==> src/rtl/add_seq_pkg.sv <==
// Shared definitions for the nibble-serial add sequencer.
//   NIB_W   : width of one adder pass (the shared slice width)
//   state_t : controller FSM encoding (IDLE=0, RUN=1, DONE=2)
package add_seq_pkg;

  localparam int NIB_W = 4;

  typedef enum logic [1:0] {
    IDLE = 2'd0,
    RUN  = 2'd1,
    DONE = 2'd2
  } state_t;

endpackage

==> src/rtl/add_seq_ctrl_add.sv <==
// 4-bit ripple adder slice shared by the sequencer, one pass per nibble.
// Ports:
//   a, b  in  [3:0]  addend nibbles
//   cin   in         carry in
//   sum   out [3:0]  nibble sum
//   cout  out        carry out
module add
  import add_seq_pkg::*;
(
  input  logic [NIB_W-1:0] a,
  input  logic [NIB_W-1:0] b,
  input  logic             cin,
  output logic [NIB_W-1:0] sum,
  output logic             cout
);

  assign {cout, sum} = {1'b0, a} + {1'b0, b} + {{NIB_W{1'b0}}, cin};

endmodule

==> src/rtl/add_seq_ctrl.sv <==
// Nibble-serial WIDTH-bit adder/subtractor controller. Latches operands on an
// in_valid/in_ready handshake, runs the shared 4-bit slice once per nibble
// (LSB first, carry chained through a register), then presents the result on
// an out_valid/out_ready handshake.
// Optional feature macro: ADD_SEQ_SUB_EN adds the in_sub port; a latched
// sub=1 inverts every B nibble and starts with carry = ~in_cin (A - B - cin).
// Ports:
//   clk, rst             clock, synchronous active-high reset
//   in_valid / in_ready  operand handshake
//   in_a, in_b, in_cin   operands and LSB carry in
//   in_sub               subtract select (ADD_SEQ_SUB_EN only)
//   out_valid/out_ready  result handshake
//   out_sum, out_cout    result and MSB carry out
//   out_ovf              signed two's-complement overflow
//   busy                 high in RUN and DONE
module add_seq_ctrl
  import add_seq_pkg::*;
#(
  parameter int WIDTH = 16
) (
  input  logic             clk,
  input  logic             rst,
  input  logic             in_valid,
  output logic             in_ready,
  input  logic [WIDTH-1:0] in_a,
  input  logic [WIDTH-1:0] in_b,
  input  logic             in_cin,
`ifdef ADD_SEQ_SUB_EN
  input  logic             in_sub,
`endif
  output logic             out_valid,
  input  logic             out_ready,
  output logic [WIDTH-1:0] out_sum,
  output logic             out_cout,
  output logic             out_ovf,
  output logic             busy
);

  localparam int NIBBLES = WIDTH / NIB_W;
  localparam int IDX_W   = $clog2(NIBBLES);

  state_t             state_r;
  logic [IDX_W-1:0]   idx_r;
  logic               carry_r;
  logic [WIDTH-1:0]   a_r;
  logic [WIDTH-1:0]   b_r;
`ifdef ADD_SEQ_SUB_EN
  logic               sub_r;
`endif

  logic [NIB_W-1:0]   nib_a_s;
  logic [NIB_W-1:0]   nib_b_s;
  logic [NIB_W-1:0]   slice_sum_s;
  logic               slice_cout_s;
  logic               msb_cin_s;
  logic               start_carry_s;

  // Select the current operand nibbles (B inverted when subtracting) and the initial carry.
  always_comb begin
    nib_a_s       = a_r[NIB_W*idx_r +: NIB_W];
    nib_b_s       = b_r[NIB_W*idx_r +: NIB_W];
    start_carry_s = in_cin;
`ifdef ADD_SEQ_SUB_EN
    if (sub_r) begin
      nib_b_s = ~b_r[NIB_W*idx_r +: NIB_W];
    end else begin
      nib_b_s = b_r[NIB_W*idx_r +: NIB_W];
    end
    if (in_sub) begin
      start_carry_s = ~in_cin;
    end else begin
      start_carry_s = in_cin;
    end
`endif
  end

  // Carry into the slice MSB recovered from its sum bit; only meaningful on the last nibble.
  assign msb_cin_s = nib_a_s[NIB_W-1] ^ nib_b_s[NIB_W-1] ^ slice_sum_s[NIB_W-1];

  add u_add (
    .a    (nib_a_s),
    .b    (nib_b_s),
    .cin  (carry_r),
    .sum  (slice_sum_s),
    .cout (slice_cout_s)
  );

  // Controller FSM: operand capture, per-nibble accumulation, result hold.
  always_ff @(posedge clk) begin
    if (rst) begin
      state_r   <= IDLE;
      idx_r     <= {IDX_W{1'b0}};
      carry_r   <= 1'b0;
      a_r       <= {WIDTH{1'b0}};
      b_r       <= {WIDTH{1'b0}};
`ifdef ADD_SEQ_SUB_EN
      sub_r     <= 1'b0;
`endif
      in_ready  <= 1'b1;
      out_valid <= 1'b0;
      out_sum   <= {WIDTH{1'b0}};
      out_cout  <= 1'b0;
      out_ovf   <= 1'b0;
      busy      <= 1'b0;
    end else begin
      case (state_r)
        IDLE: begin
          if (in_valid && in_ready) begin
            a_r      <= in_a;
            b_r      <= in_b;
`ifdef ADD_SEQ_SUB_EN
            sub_r    <= in_sub;
`endif
            carry_r  <= start_carry_s;
            idx_r    <= {IDX_W{1'b0}};
            in_ready <= 1'b0;
            busy     <= 1'b1;
            state_r  <= RUN;
          end else begin
            in_ready <= 1'b1;
          end
        end
        RUN: begin
          out_sum[NIB_W*idx_r +: NIB_W] <= slice_sum_s;
          carry_r <= slice_cout_s;
          idx_r   <= idx_r + IDX_W'(1);
          if (idx_r == IDX_W'(NIBBLES - 1)) begin
            out_cout  <= slice_cout_s;
            out_ovf   <= msb_cin_s ^ slice_cout_s;
            out_valid <= 1'b1;
            state_r   <= DONE;
          end else begin
            state_r   <= RUN;
          end
        end
        DONE: begin
          // Return to IDLE only; the next accept can happen one cycle later.
          if (out_ready) begin
            out_valid <= 1'b0;
            in_ready  <= 1'b1;
            busy      <= 1'b0;
            state_r   <= IDLE;
          end else begin
            state_r   <= DONE;
          end
        end
        default: begin
          state_r   <= IDLE;
          in_ready  <= 1'b1;
          out_valid <= 1'b0;
          busy      <= 1'b0;
        end
      endcase
    end
  end

endmodule

==> config.mk <==
export PLATFORM = sky130hd
export DESIGN_NAME = add_seq_ctrl
export DESIGN_NICKNAME = d
export VERILOG_FILES = /design/src/rtl/add_seq_pkg.sv /design/src/rtl/add_seq_ctrl_add.sv /design/src/rtl/add_seq_ctrl.sv
export SDC_FILE = /design/constraint.sdc
export NUM_CORES = 1
export LEC_CHECK = 0
export CELL_PAD_IN_SITES_DETAIL_PLACEMENT = 0
export CELL_PAD_IN_SITES_GLOBAL_PLACEMENT = 2
export CORE_ASPECT_RATIO = 0.9
export CORE_MARGIN = 3
export CORE_UTILIZATION = 30
export DETAILED_ROUTE_END_ITERATION = 16
export PLACE_DENSITY_LB_ADDON = 0.05
export SLEW_MARGIN = 5
export SYNTH_ARGS = -nofsm -noshare
export SYNTH_HDL_FRONTEND = slang
export SYNTH_SLANG_ARGS = --single-unit
==> constraint.sdc <==
create_clock -name clk -period 3.85 [get_ports clk]
set_input_delay 0.385 -clock clk [delete_from_list [all_inputs] [get_ports clk]]
set_output_delay 0.385 -clock clk [all_outputs]
set_load 0.01 [all_outputs]
======== Word level (Yosys, flattened, before mapping) ========
Index checks and enable logic that the tools add are counted.
word-level totals
  bits in registers ....................... 58
  bits of input ports ..................... 37
  output and inout bits ................... 21
  word-level logic and storage cells ...... 56
cells by class
  $add $sub $neg .......................... 4
  equal/unequal tests ..................... 6
  shifts and indexed selects .............. 4
  muxes and demuxes ....................... 17
  bitwise gates (word level) .............. 5
  reductions and logical operators ........ 9
operators by type and width
  operator                   count
  $neg A4 Y34                1
  $shift A4 B34 Y16 const A  1
  $shiftx A4 B34 Y16         1
  $shiftx A16 B5 Y4          2
  $bwmux W16                 1
  $pmux W1 S3                3
  $mux W2                    4
  $reduce_and A2 Y1          4
  $mux W1                    6
  $ne A2 B2 Y1 const B       3
  $pmux W2 S3                1
  $reduce_and A3 Y1          2
  $add A4 B4 Y5              1
  $add A5 B1 Y5              1
  $eq A2 B2 Y1 const B       2
  $pmux W2 S2                1
  $xor A1 B1 Y1              3
  $add A2 B1 Y2 const B      1
  $eq A2 B1 Y1 const B       1
  $logic_not A2 Y1           1
  $not A1 Y1                 2
  $pmux W1 S2                1
  $reduce_bool A2 Y1         1
  $logic_and A1 B1 Y1        1

======== Longest topological paths before layout ========
Gate-level depths: netlist of run 1.
  depth in word-level cells ............... 5
  mapped depth ............................ 8
  depth with buffers taken out ............ 7

======== Modules after synthesis ========
Synthesis of run 1 repeated with hierarchy kept, for this count alone.
second synthesis, totals
  cell total of the unflattened synthesis .. 294
  area total of the unflattened synthesis .. 2577.5 sq um
by module, submodules not included
  module        instances  cells each  area an instance (sq um)  seq. area each (sq um)
  add_seq_ctrl  1          278         2433.6                    1161.1
  add           1          16          143.9                     0.0

======== Least setup slack after synthesis of run 1 ========
Ideal clock, no wire load.
  path kind ............................... flip-flop to flip-flop
  from .................................... reg idx_r[0]
  to ...................................... reg out_ovf
  library setup time ...................... 0.091 ns
  data arrival time ....................... 2.846 ns
  required time ........................... 3.759 ns
  setup slack ............................. 0.913 ns
  cell stages (with the launch flop) ...... 9
  path buffers ............................ 1
  clock period less this slack ............ 2.937 ns
  path through ............................ dfxtp_1 > buf_4 > mux4_2 > fa_1 > fa_1 > a21o_1 > a21oi_1 > xor2_1 > a311oi_1
on the way
  cells in the longest elaborated chain, start to end .. 5
  elaborated cells on any way between the ends .. 9
  classes of those cells .................. 2 x add/sub; 1 x eq/ne; 2 x shift; 3 x bitwise; 1 x reduce/logical
ends and longest elaborated chain
  element                                      line                                    text
  start: declaration                           add_seq_ctrl.sv:43                      logic [IDX_W-1:0] idx_r;
  start signal: assignment                     add_seq_ctrl.sv:92                      idx_r <= {IDX_W{1'b0}};
  start signal: assignment                     add_seq_ctrl.sv:115                     idx_r <= {IDX_W{1'b0}};
  start signal: assignment                     add_seq_ctrl.sv:126                     idx_r <= idx_r + IDX_W'(1);
  $shiftx A16 B5 Y4, on equally long branches  add_seq_ctrl.sv:60, add_seq_ctrl.sv:61
  $add A4 B4 Y5                                add_seq_ctrl_add.sv:17                  assign {cout, sum} = {1'b0, a} + {1'b0, b} + {{NIB_W{1'b0}}, cin};
  $add A5 B1 Y5                                add_seq_ctrl_add.sv:17
  $xor A1 B1 Y1                                add_seq_ctrl.sv:78                      assign msb_cin_s = nib_a_s[NIB_W-1] ^ nib_b_s[NIB_W-1] ^ slice_sum_s[NIB_W-1];
  $xor A1 B1 Y1                                add_seq_ctrl.sv:129                     out_ovf <= msb_cin_s ^ slice_cout_s;
  end signal: assignment                       add_seq_ctrl.sv:129
  end: declaration                             add_seq_ctrl.sv:35                      output logic out_ovf,
Several ways; a longest one is shown, not always the timed one.
A chain may end at the register's enable or synchronous reset.

======== Worst setup path in the final report of run 1 ========
Ends and elaborated chain as after synthesis.

==> summary.txt, run 1 <==
Timing
  • Rel. slew slack: 25.5%
  • Final setup TNS: 0 ns
  • RSZ-0062 raised after global routing: no
  • Final Critical Period: 2.85 ns
  • Worst-Margin Slew: 1.12 ns
  • Final worst-path cycle share: 74.1%
  • Final Max Slew Viols: 0
  • Skew final: 0.00851 ns
  • Highest Clock Rate: 351 MHz
  • Endpoints failing hold: 0
  • Final setup viols: 0

Final layout
  • Share of layout cells above drive strength 1: 9.62%
  • Area grow syn2layout: 34.3%
  • Final Non-Filler Cells: 442
  • Nets@finish: 386
  • Diodes inserted: 0

CTS
  • Clock tree buffer depth: 2
  • Clock-pin transition on the worst setup and hold timing paths: 0.07 ns
  • CTS Buf Count: 9
  • Postcts setup bufs: 0
  • Clk sinks: 58
  • Post_cts resized: 0
  • Number of H-tree levels: 3
  • Hold_buf cts: 0
  • Clk root buf: clkbuf_8
  • Worst skew pair latency: 0.34 ns
  • CTS tree: done

Job
  • Max cap viols: 0

GRT
  • Remaining global-route overflow: 0
  • First-pass GRT wire length: 10600 um
  • Vias in the first global route: 2103
  • Initial antenna violation count: 0
  • Largest net degree at the start of global routing: 59
  • GRT Total Usage: 14.6%

Placed design
  • Final HPWL DP: 4490 um
  • Dpl cells: 426
  • Routability congestion estimate: 0.738
  • I/O Buffers: 57

Drt
  • Vias: 2148
  • Remaining DRCs: 0
  • Vias/cell: 4.86
  • Detailed Route Iter0 Violations: 77
  • Drt pass-1 iters: 4
  • Antenna Nets Post-Route: 0
  • Total Wirelength: 6500 um
  • DR WL/cell: 14.7 um

Outcome
  • Status: finished, final reports clean

Floorplan
  • Core box area: 0.00815 sq mm
  • FP Rows: 31
  • Die area: 0.00961 sq mm
  • Die height: 93.3 um
  • Die width: 103 um
  • I/O Pins: 58
  • Initial Utilization: 31.2%

Synth
  • Distinct cells, synth: 32
  • Top cells by area, synth: dfxtp_1 46%, nand2_1 11%, a21oi_1 8.7%, mux4_2 7.1%, ha_1 4.4%
  • Sequential area share after synthesis: 45.7%
  • Ys async rst share: 0%
  • Number of flops mapped to enable cells by yosys: 0
  • Synthesized Nets: 330
  • Flops & latches, synth: 58
  • Post-synth top cells: 74 x nand2_1, 58 x dfxtp_1, 44 x a21oi_1
  • Gate Count Post-Synth: 282
  • Synth warn: 0
  • Syn Area/Cell: 9.01 sq um
  • Synth area leader: dfxtp_1
  • Synth Flop Type: dfxtp_1
  • Mapped Area: 0.00254 sq mm
  • Count leader, synth: nand2_1
  • Yosys top cell area share: 45.7%

Setup path
  • Critical-path top delay cell: mux4_2
  • WS Path Type: reg2reg
  • WP data required: 4.09 ns
  • Crit start category: flop
  • Critical path arrival: 3.09 ns
  • Critical path cell sequence: mux4_2 > fa_1 > fa_1 > a21o_1 > a21oi_1 > xor2_1 > a311oi_1
  • CP Capture Type: flop
  • CP peak stage delay: 0.57 ns
  • Most frequent cell on the critical path: fa_1
  • Crit Path Max Fanout: 6

Worst hold path
  • HP Class: reg2reg

Pwr
  • P_leak: 1.27 nW
  • Worst VDD drop: 0.218 mV
  • Pwr dens: 452 mW/mm^2
-- worst max-delay path: cells and delay by family (launching register included) --
family / cells / cell delay [ns]
XOR/XNOR: 1 / 0.10
adder cells (fa/ha/maj): 2 / 0.85
multiplexers: 1 / 0.57
flip-flops: 1 / 0.50
AO/OA/AOI/OAI: 3 / 0.73
-- routing by layer --
layer | global-route usage [%] | share of wire, %
met1 | 21.9 | 53
met2 | 19.1 | 40
met3 | 5.82 | 5.0
met4 | 3.88 | 1.0
met5 | 0 | 0
-- worst paths after layout --
| kind | start | endpoint | slack, ns | cells past startpoint |
|---|---|---|---|---|
| worst max-delay path | idx_r[0] | out_ovf | 1.0 | 7 |
| worst min-delay path | a_r[7] | a_r[7] | 0.45 | 2 |
| worst max register to register | idx_r[0] | out_ovf | 1.0 | 7 |
| worst min register to register | a_r[7] | a_r[7] | 0.45 | 2 |
-- placed cells by master (no fill, tap or decap), types with 3 or more instances in the layout --
| cell | netlist | routed |
|---|---|---|
| nand2_1 | 74 | 74 |
| dfxtp_1 | 58 | 58 |
| clkdlybuf4s50_1 | 0 | 56 |
| a21oi_1 | 44 | 44 |
| nor2_1 | 23 | 23 |
| a22oi_1 | 14 | 14 |
| ha_1 | 9 | 9 |
| clkbuf_8 | 0 | 9 |
| mux4_2 | 8 | 8 |
| buf_4 | 5 | 5 |
| nand3_1 | 4 | 4 |
| nand2b_1 | 4 | 4 |
| inv_1 | 3 | 3 |
| clkinv_2 | 0 | 3 |
| bufinv_16 | 0 | 3 |
-- stage by stage --
step | setup slack [ns] | total power, mW | utilization [%] | instance area [sq um] | hold slack [ns]
global route | 0.767 | 1.62 | 41.9 | 3410 | 0.471
CTS | 0.961 | 1.57 | 41.9 | 3410 | 0.456
floorplan | 0.913 | 0.796 | - | 2540 | 0.433
global placement | 1.03 | 0.885 | 39.0 | 3180 | 0.444
detailed placement | 0.989 | 0.886 | 39.0 | 3180 | 0.447
finish | 0.999 | 1.54 | 41.9 | 3410 | 0.455
-- layout make-up --
type | count | area [sq um]
multi-input cells | 204 | 1280
inverters | 3 | 11.3
repair buffers | 62 | 603
fillers | 828 | 4730
clock buffers | 10 | 128
well taps | 99 | 124
clock inverters | 6 | 105
flip-flops and latches | 58 | 1160
-- power breakdown --
part | total [mW] | internal, mW | switching [mW]
Sequential | 0.652 | 0.630 | 0.0220
Clock | 0.675 | 0.427 | 0.248
Combinational | 0.215 | 0.100 | 0.114
Total | 1.54 | 1.16 | 0.384
-- state kept, by name (all words and copies together) (netlist names) --
name / cells
busy: 1
idx_r: 2
b_r: 16
state_r: 2
out_sum: 16
out_ovf: 1
carry_r: 1
in_ready: 1
out_valid: 1
a_r: 16
out_cout: 1
-- logic make-up (layout without fill, tap and decap cells) --
group / Yosys count / count (layout) / synth area share, %
AND/OR/NAND/NOR: 116 / 116 / 20.9
AO/OA/AOI/OAI: 66 / 66 / 15.3
flip-flops: 58 / 58 / 45.7
buffers and inverters: 20 / 81 / 3.94
adder cells (fa/ha/maj): 11 / 11 / 6.01
multiplexers: 9 / 9 / 7.49
XOR/XNOR: 2 / 2 / 0.690
Note: power is estimated with default switching activity, not from simulation.
==> run 2: changes to the inputs <==
clock period = 2.9 ns   (was 3.85 ns; I/O delays follow)
==> summary.txt, run 2 (synthesis results as in run 1) <==
Setup path
  • CP Depth: 7 (unchanged)
  • CP peak stage delay: 0.52 ns (was 0.57 ns)
  • Crit start category: flop (unchanged)
  • Critical-path top delay cell: mux4_2 (unchanged)
  • WS Path Type: reg2reg (unchanged)
  • R2R depth: 7 (unchanged)
  • Family with the most delay on the worst path: adder cells (unchanged)
  • Critical path cell sequence: mux4_2 > fa_1 > fa_1 > a21o_1 > a21oi_2 > xor2_1 > a311oi_1 (was mux4_2 > fa_1 > fa_1 > a21o_1 > a21oi_1 > xor2_1 > a311oi_1)
  • CP startpoint: idx_r[0] (unchanged)
  • Worst r2r src: idx_r[0] (unchanged)
  • Crit Path Max Fanout: 6 (unchanged)
  • R2R Path End: out_ovf (unchanged)
  • Crit path capture: out_ovf (unchanged)
  • Most frequent cell on the critical path: fa_1 (unchanged)
  • CP Capture Type: flop (unchanged)
  • WP buf/inv: 0 (unchanged)
  • WP data required: 3.15 ns (was 4.09 ns)
  • Critical path arrival: 2.88 ns (was 3.09 ns)
  • Reg2reg setup slack: 0.27 ns (was 1.0 ns)

Drt
  • Remaining DRCs: 0 (unchanged)
  • Vias/cell: 4.85 (was 4.86)
  • Antenna Nets Post-Route: 0 (unchanged)
  • DR WL/cell: 14.7 um (about the same)
  • Detailed Route Iter0 Violations: 99 (was 77)
  • Vias: 2144 (was 2148)
  • Total Wirelength: 6520 um (was 6500 um)
  • Drt pass-1 iters: 6 (was 4)

Final layout
  • Top Registers: a_r x16, b_r x16, out_sum x16 (unchanged)
  • Finished Cell Area: 0.00342 sq mm (was 0.00341 sq mm)
  • Footprint of the multi-input gates: 0.00128 sq mm (about the same)
  • Filler cells: 870 (was 828)
  • Share of layout cells above drive strength 1: 10.5% (was 9.62%)
  • Register area: 0.00116 sq mm (about the same)
  • Diodes inserted: 0 (unchanged)
  • Nets@finish: 387 (was 386)
  • Commonest non-fill, non-tap cell in the layout: nand2_1 (unchanged)
  • Most frequent cells in the layout: 74 x nand2_1, 57 x dfxtp_1, 56 x clkdlybuf4s50_1, 43 x a21oi_1, 23 x nor2_1 (was 74 x nand2_1, 58 x dfxtp_1, 56 x clkdlybuf4s50_1, 44 x a21oi_1, 23 x nor2_1)
  • Final Non-Filler Cells: 442 (unchanged)
  • Area grow syn2layout: 34.5% (was 34.3%)
  • Final core occ: 41.9% (about the same)

CTS
  • CTS tree: done (unchanged)
  • Worst skew pair latency: 0.33 ns (was 0.34 ns)
  • CTS Buf Count: 9 (unchanged)
  • Clock tree buffer depth: 2 (unchanged)
  • Clock-pin transition on the worst setup and hold timing paths: 0.06 ns (was 0.07 ns)
  • Clk root buf: clkbuf_8 (unchanged)
  • Number of H-tree levels: 3 (unchanged)
  • Clk sinks: 58 (unchanged)

GRT
  • Vias in the first global route: 2107 (was 2103)
  • Remaining global-route overflow: 0 (unchanged)
  • Initial antenna violation count: 0 (unchanged)
  • Largest net degree at the start of global routing: 36 (was 59)
  • First-pass GRT wire length: 10900 um (was 10600 um)
  • GRT Total Usage: 14.8% (was 14.6%)

Timing
  • Setup ws final: 0.272 ns (was 0.999 ns)
  • RSZ-0062 raised after global routing: no (unchanged)
  • Worst-Margin Slew: 0.546 ns (was 1.12 ns)
  • Final setup viols: 0 (unchanged)
  • Skew final: 0.00827 ns (was 0.00851 ns)
  • Final Max Slew Viols: 0 (unchanged)
  • Endpoints failing hold: 0 (unchanged)
  • Final setup TNS: 0 ns (unchanged)
  • Final Critical Period: 2.63 ns (was 2.85 ns)
  • Highest Clock Rate: 381 MHz (was 351 MHz)
  • Rel. slew slack: 63.6% (was 25.5%)
  • Final worst-path cycle share: 90.6% (was 74.1%)

Outcome
  • Status: finished, final reports clean (unchanged)

Worst hold path
  • HP Class: in2reg (was reg2reg)

Floorplan
  • Core box area: 0.00815 sq mm (unchanged)
  • Die height: 93.3 um (unchanged)
  • Initial Utilization: 31.2% (unchanged)
  • Die area: 0.00961 sq mm (unchanged)
  • Die width: 103 um (unchanged)
  • FP Rows: 31 (unchanged)
  • I/O Pins: 58 (unchanged)

Pwr
  • P_leak: 1.27 nW (about the same)
  • Pwr dens: 577 mW/mm^2 (was 452 mW/mm^2)
  • Worst VDD drop: 0.229 mV (was 0.218 mV)

Job
  • Max cap viols: 0 (unchanged)

Placed design
  • Dpl cells: 427 (was 426)
  • Placed cell areas: 0.00319 sq mm (was 0.00318 sq mm)
  • Routability congestion estimate: 0.748 (was 0.738)
  • I/O Buffers: 57 (unchanged)
  • Setup slack after placement: 0.136 ns (was 0.989 ns)
  • Final HPWL DP: 4570 um (was 4490 um)
==> run 2: cell types whose count changed in the layout (fill, tap and decap cells not counted), sizes merged <==
cell / delta
clkinv: -3
buf: +1
bufinv: -2
clkbuf: +4
==> run 2: worst min-delay path by stage <==
stage                     cells past startpoint     endpoint  slack (ns)     from
after floorplan                               2       a_r[0]        0.43  in_a[0]
after global placement                        2      a_r[15]        0.45  a_r[15]
after detailed placement                      2      b_r[14]        0.45  b_r[14]
after CTS                                     2  out_sum[10]        0.42      rst
after global routing                          2   out_sum[5]        0.44      rst
final                                         2  out_sum[10]        0.42      rst
==> run 2: report_power, final <==
part / leakage, nW / total, mW / switching [mW] / internal [mW]
clock network: 0.115 / 0.814 / 0.304 / 0.510
logic: 0.681 / 0.289 / 0.153 / 0.136
registers: 0.474 / 0.867 / 0.0298 / 0.837
==> run 2: layout make-up <==
| cell class | instances | area share, % |
|---|---|---|
| repair buffers | 63 | 17.9 |
| well taps | 99 | 3.63 |
| flip-flops and latches | 58 | 34.1 |
| multi-input cells | 204 | 37.5 |
| inverters | 3 | 0.330 |
| clock inverters | 1 | 0.879 |
| clock buffers | 14 | 5.64 |
==> run 2: repair_timing <==
| action | CTS | global route |
|---|---|---|
| resized for setup | 0 | 2 |
| setup buffers | 0 | 0 |
| endpoints found under the setup margin | 0 | 1 |
| hold buffers | 0 | 0 |
==> run 2: through the flow <==
step | hold WS (ns) | power, mW
floorplan | 0.426 | 1.06
global placement | 0.447 | 1.18
detailed placement | 0.448 | 1.18
CTS | 0.416 | 2.01
global route | 0.439 | 2.08
finish | 0.421 | 1.97
==> run 2: routing by layer <==
| layer | routed length (um) | part of all wire (%) | track usage [%] | up-vias |
|---|---|---|---|---|
| li1 | - | - | - | 1089 |
| met1 | 3370 | 52 | 22.2 | 990 |
| met2 | 2730 | 42 | 20.1 | 59 |
| met3 | 339 | 5.2 | 4.18 | 6 |
| met4 | 72 | 1.1 | 4.85 | 0 |
| met5 | 0 | 0 | 0 | - |
==> run 3: changes to the inputs <==
CELL_PAD_IN_SITES_DETAIL_PLACEMENT = 1   (was 0)
SETUP_SLACK_MARGIN = 0.5   (was default)
==> summary.txt, run 3 (synthesis results as in run 1) <==
Outcome
  • Status: finished, final reports clean (unchanged)

Drt
  • Detailed Route Iter0 Violations: 65 (was 99)
  • Vias/cell: 4.89 (was 4.85)
  • Remaining DRCs: 0 (unchanged)
  • Vias: 2189 (was 2144)
  • Total Wirelength: 6830 um (was 6520 um)
  • Drt pass-1 iters: 4 (was 6)
  • DR WL/cell: 15.2 um (was 14.7 um)
  • Antenna Nets Post-Route: 0 (unchanged)

Floorplan
  • Die height: 93.3 um (unchanged)
  • Initial Utilization: 31.2% (unchanged)
  • FP Rows: 31 (unchanged)
  • Die width: 103 um (unchanged)
  • Core box area: 0.00815 sq mm (unchanged)
  • Die area: 0.00961 sq mm (unchanged)
  • I/O Pins: 58 (unchanged)

GRT
  • First-pass GRT wire length: 11200 um (was 10900 um)
  • Most Crowded Layer GR: met1 (unchanged)
  • Initial antenna violation count: 0 (unchanged)
  • GRT met1 Usage: 22.1% (was 22.2%)
  • Remaining global-route overflow: 0 (unchanged)
  • Largest net degree at the start of global routing: 36 (unchanged)
  • M2 GR Usage: 21.2% (was 20.1%)
  • Vias in the first global route: 2159 (was 2107)
  • M3 GR Usage: 4.47% (was 4.18%)
  • GRT Total Usage: 15.3% (was 14.8%)

Final layout
  • Filler cells: 977 (was 870)
  • Diodes inserted: 0 (unchanged)
  • Nets@finish: 392 (was 387)
  • Top Registers: a_r x16, b_r x16, out_sum x16 (unchanged)
  • Share of layout cells above drive strength 1: 14.3% (was 10.5%)
  • Area grow syn2layout: 37.2% (was 34.5%)
  • Commonest non-fill, non-tap cell in the layout: nand2_1 (unchanged)
  • Most frequent cells in the layout: 74 x nand2_1, 56 x dfxtp_1, 56 x clkdlybuf4s50_1, 43 x a21oi_1, 23 x nor2_1 (was 74 x nand2_1, 57 x dfxtp_1, 56 x clkdlybuf4s50_1, 43 x a21oi_1, 23 x nor2_1)
  • Final core occ: 42.8% (was 41.9%)

Timing
  • Final Max Slew Viols: 0 (unchanged)
  • Highest Clock Rate: 411 MHz (was 381 MHz)
  • Endpoints failing hold: 0 (unchanged)
  • Final setup viols: 0 (unchanged)
  • Worst-Margin Slew: 0.420 ns (was 0.546 ns)
  • Final setup TNS: 0 ns (unchanged)
  • Rel. slew slack: 72.0% (was 63.6%)
  • Skew final: 0.0135 ns (was 0.00827 ns)
  • Final worst-path cycle share: 83.9% (was 90.6%)
  • Final Critical Period: 2.43 ns (was 2.63 ns)
  • Setup ws final: 0.466 ns (was 0.272 ns)
  • RSZ-0062 raised after global routing: yes (was no)

Pwr
  • Sw Ratio: 28.1% (was 24.7%)
  • P_sw: 0.535 mW (was 0.487 mW)
  • Internal power: 1.37 mW (was 1.48 mW)
  • Pwr Total: 1.90 mW (was 1.97 mW)
  • Clock Power Share: 38.4% (was 41.3%)
  • P_leak: 1.27 nW (about the same)
  • Flop pwr share: 45.4% (was 44.0%)
  • Pwr dens: 546 mW/mm^2 (was 577 mW/mm^2)
  • Comb pwr share: 16.2% (was 14.7%)
  • Worst VDD drop: 0.247 mV (was 0.229 mV)

Worst hold path
  • HP Class: in2reg (unchanged)

Setup path
  • Crit Path Max Fanout: 4 (was 6)
  • WS Path Type: reg2reg (unchanged)
  • Crit start category: flop (unchanged)
  • WP data required: 3.11 ns (was 3.15 ns)
  • CP Capture Type: flop (unchanged)
  • Critical path arrival: 2.64 ns (was 2.88 ns)

Job
  • Max cap viols: 0 (unchanged)

Placed design
  • I/O Buffers: 57 (unchanged)
  • Setup slack after placement: 0.332 ns (was 0.136 ns)
  • Final HPWL DP: 4800 um (was 4570 um)
  • Routability congestion estimate: 0.695 (was 0.748)

CTS
  • Hold_buf cts: 0 (unchanged)
  • Clock tree buffer depth: 2 (unchanged)
  • Number of H-tree levels: 3 (unchanged)
  • Worst skew pair latency: 0.34 ns (was 0.33 ns)
  • CTS Buf Count: 9 (unchanged)
  • Clk root buf: clkbuf_8 (unchanged)
  • Clock-pin transition on the worst setup and hold timing paths: 0.07 ns (was 0.06 ns)
  • Clk sinks: 58 (unchanged)
  • CTS tree: done (unchanged)
==> run 3: changes by cell type in the layout (fill, tap and decap cells not counted), sizes merged <==
cell      before  now
bufinv         1    0
clkinv         0    2
buf            7   12
clkbuf        14   11
clkinvlp       0    3
==> run 3: worst paths after layout <==
kind,end,cells after the start,slack (ns),startpoint
setup / recovery,out_ovf,7,0.47,idx_r[0]
hold / removal,b_r[3],2,0.27,rst
setup reg to reg,out_ovf,7,0.47,idx_r[0]
hold reg to reg,b_r[12],2,0.46,b_r[12]
==> run 3: what timing repair did <==
item / 4_1_cts / 5_1_grt
setup buffers: 4 / 1
gates resized for setup: 2 / 6
gates cloned: 0 / 0
endpoints found under the hold margin: 0 / 0
pin swaps: 4 / 4
setup endpoints to repair: 8 / 10
==> run 3: cell type report <==
class | instances | area, sq um | area share (%)
clock buffer | 11 | 163 | 4.67
clock inverter | 5 | 36.3 | 1.04
sequential | 58 | 1170 | 33.5
multi-input combinational | 204 | 1340 | 38.3
tap | 99 | 124 | 3.55
timing repair buffer | 68 | 648 | 18.6
inverter | 3 | 11.3 | 0.323
==> run 3: power by group through the flow <==
stage	Clock (mW)	Combinational, mW	Sequential, mW
finish	0.731	0.309	0.865
global placement	0	0.287	0.887
global route	0.799	0.344	0.871
CTS	0.758	0.303	0.865
detailed placement	0	0.290	0.887
floorplan	0	0.184	0.877
==> run 3: critical path: stages, from the launching register on <==
cell      delay (ns)
dfxtp_4         0.38
mux4_2          0.54
fa_2            0.39
fa_2            0.35
a21o_1          0.19
a21oi_2         0.18
xor2_1          0.18
a311oi_1        0.10
==> run 3: per-layer routing <==
metal	vias up	part of all wire (%)
met1	1032	52
met2	53	41
met5	-	0
li1	1096	-
met4	0	1.6
met3	8	5.0
==> run 3: metrics by stage <==
stage | hold slack (ns) | cell area, sq um | cells
floorplan | 0.426 | 2560 | 282
global placement | 0.442 | 3200 | 427
detailed placement | 0.450 | 3200 | 427
CTS | 0.244 | 3440 | 447
global route | 0.266 | 3480 | 448
finish | 0.265 | 3480 | 448
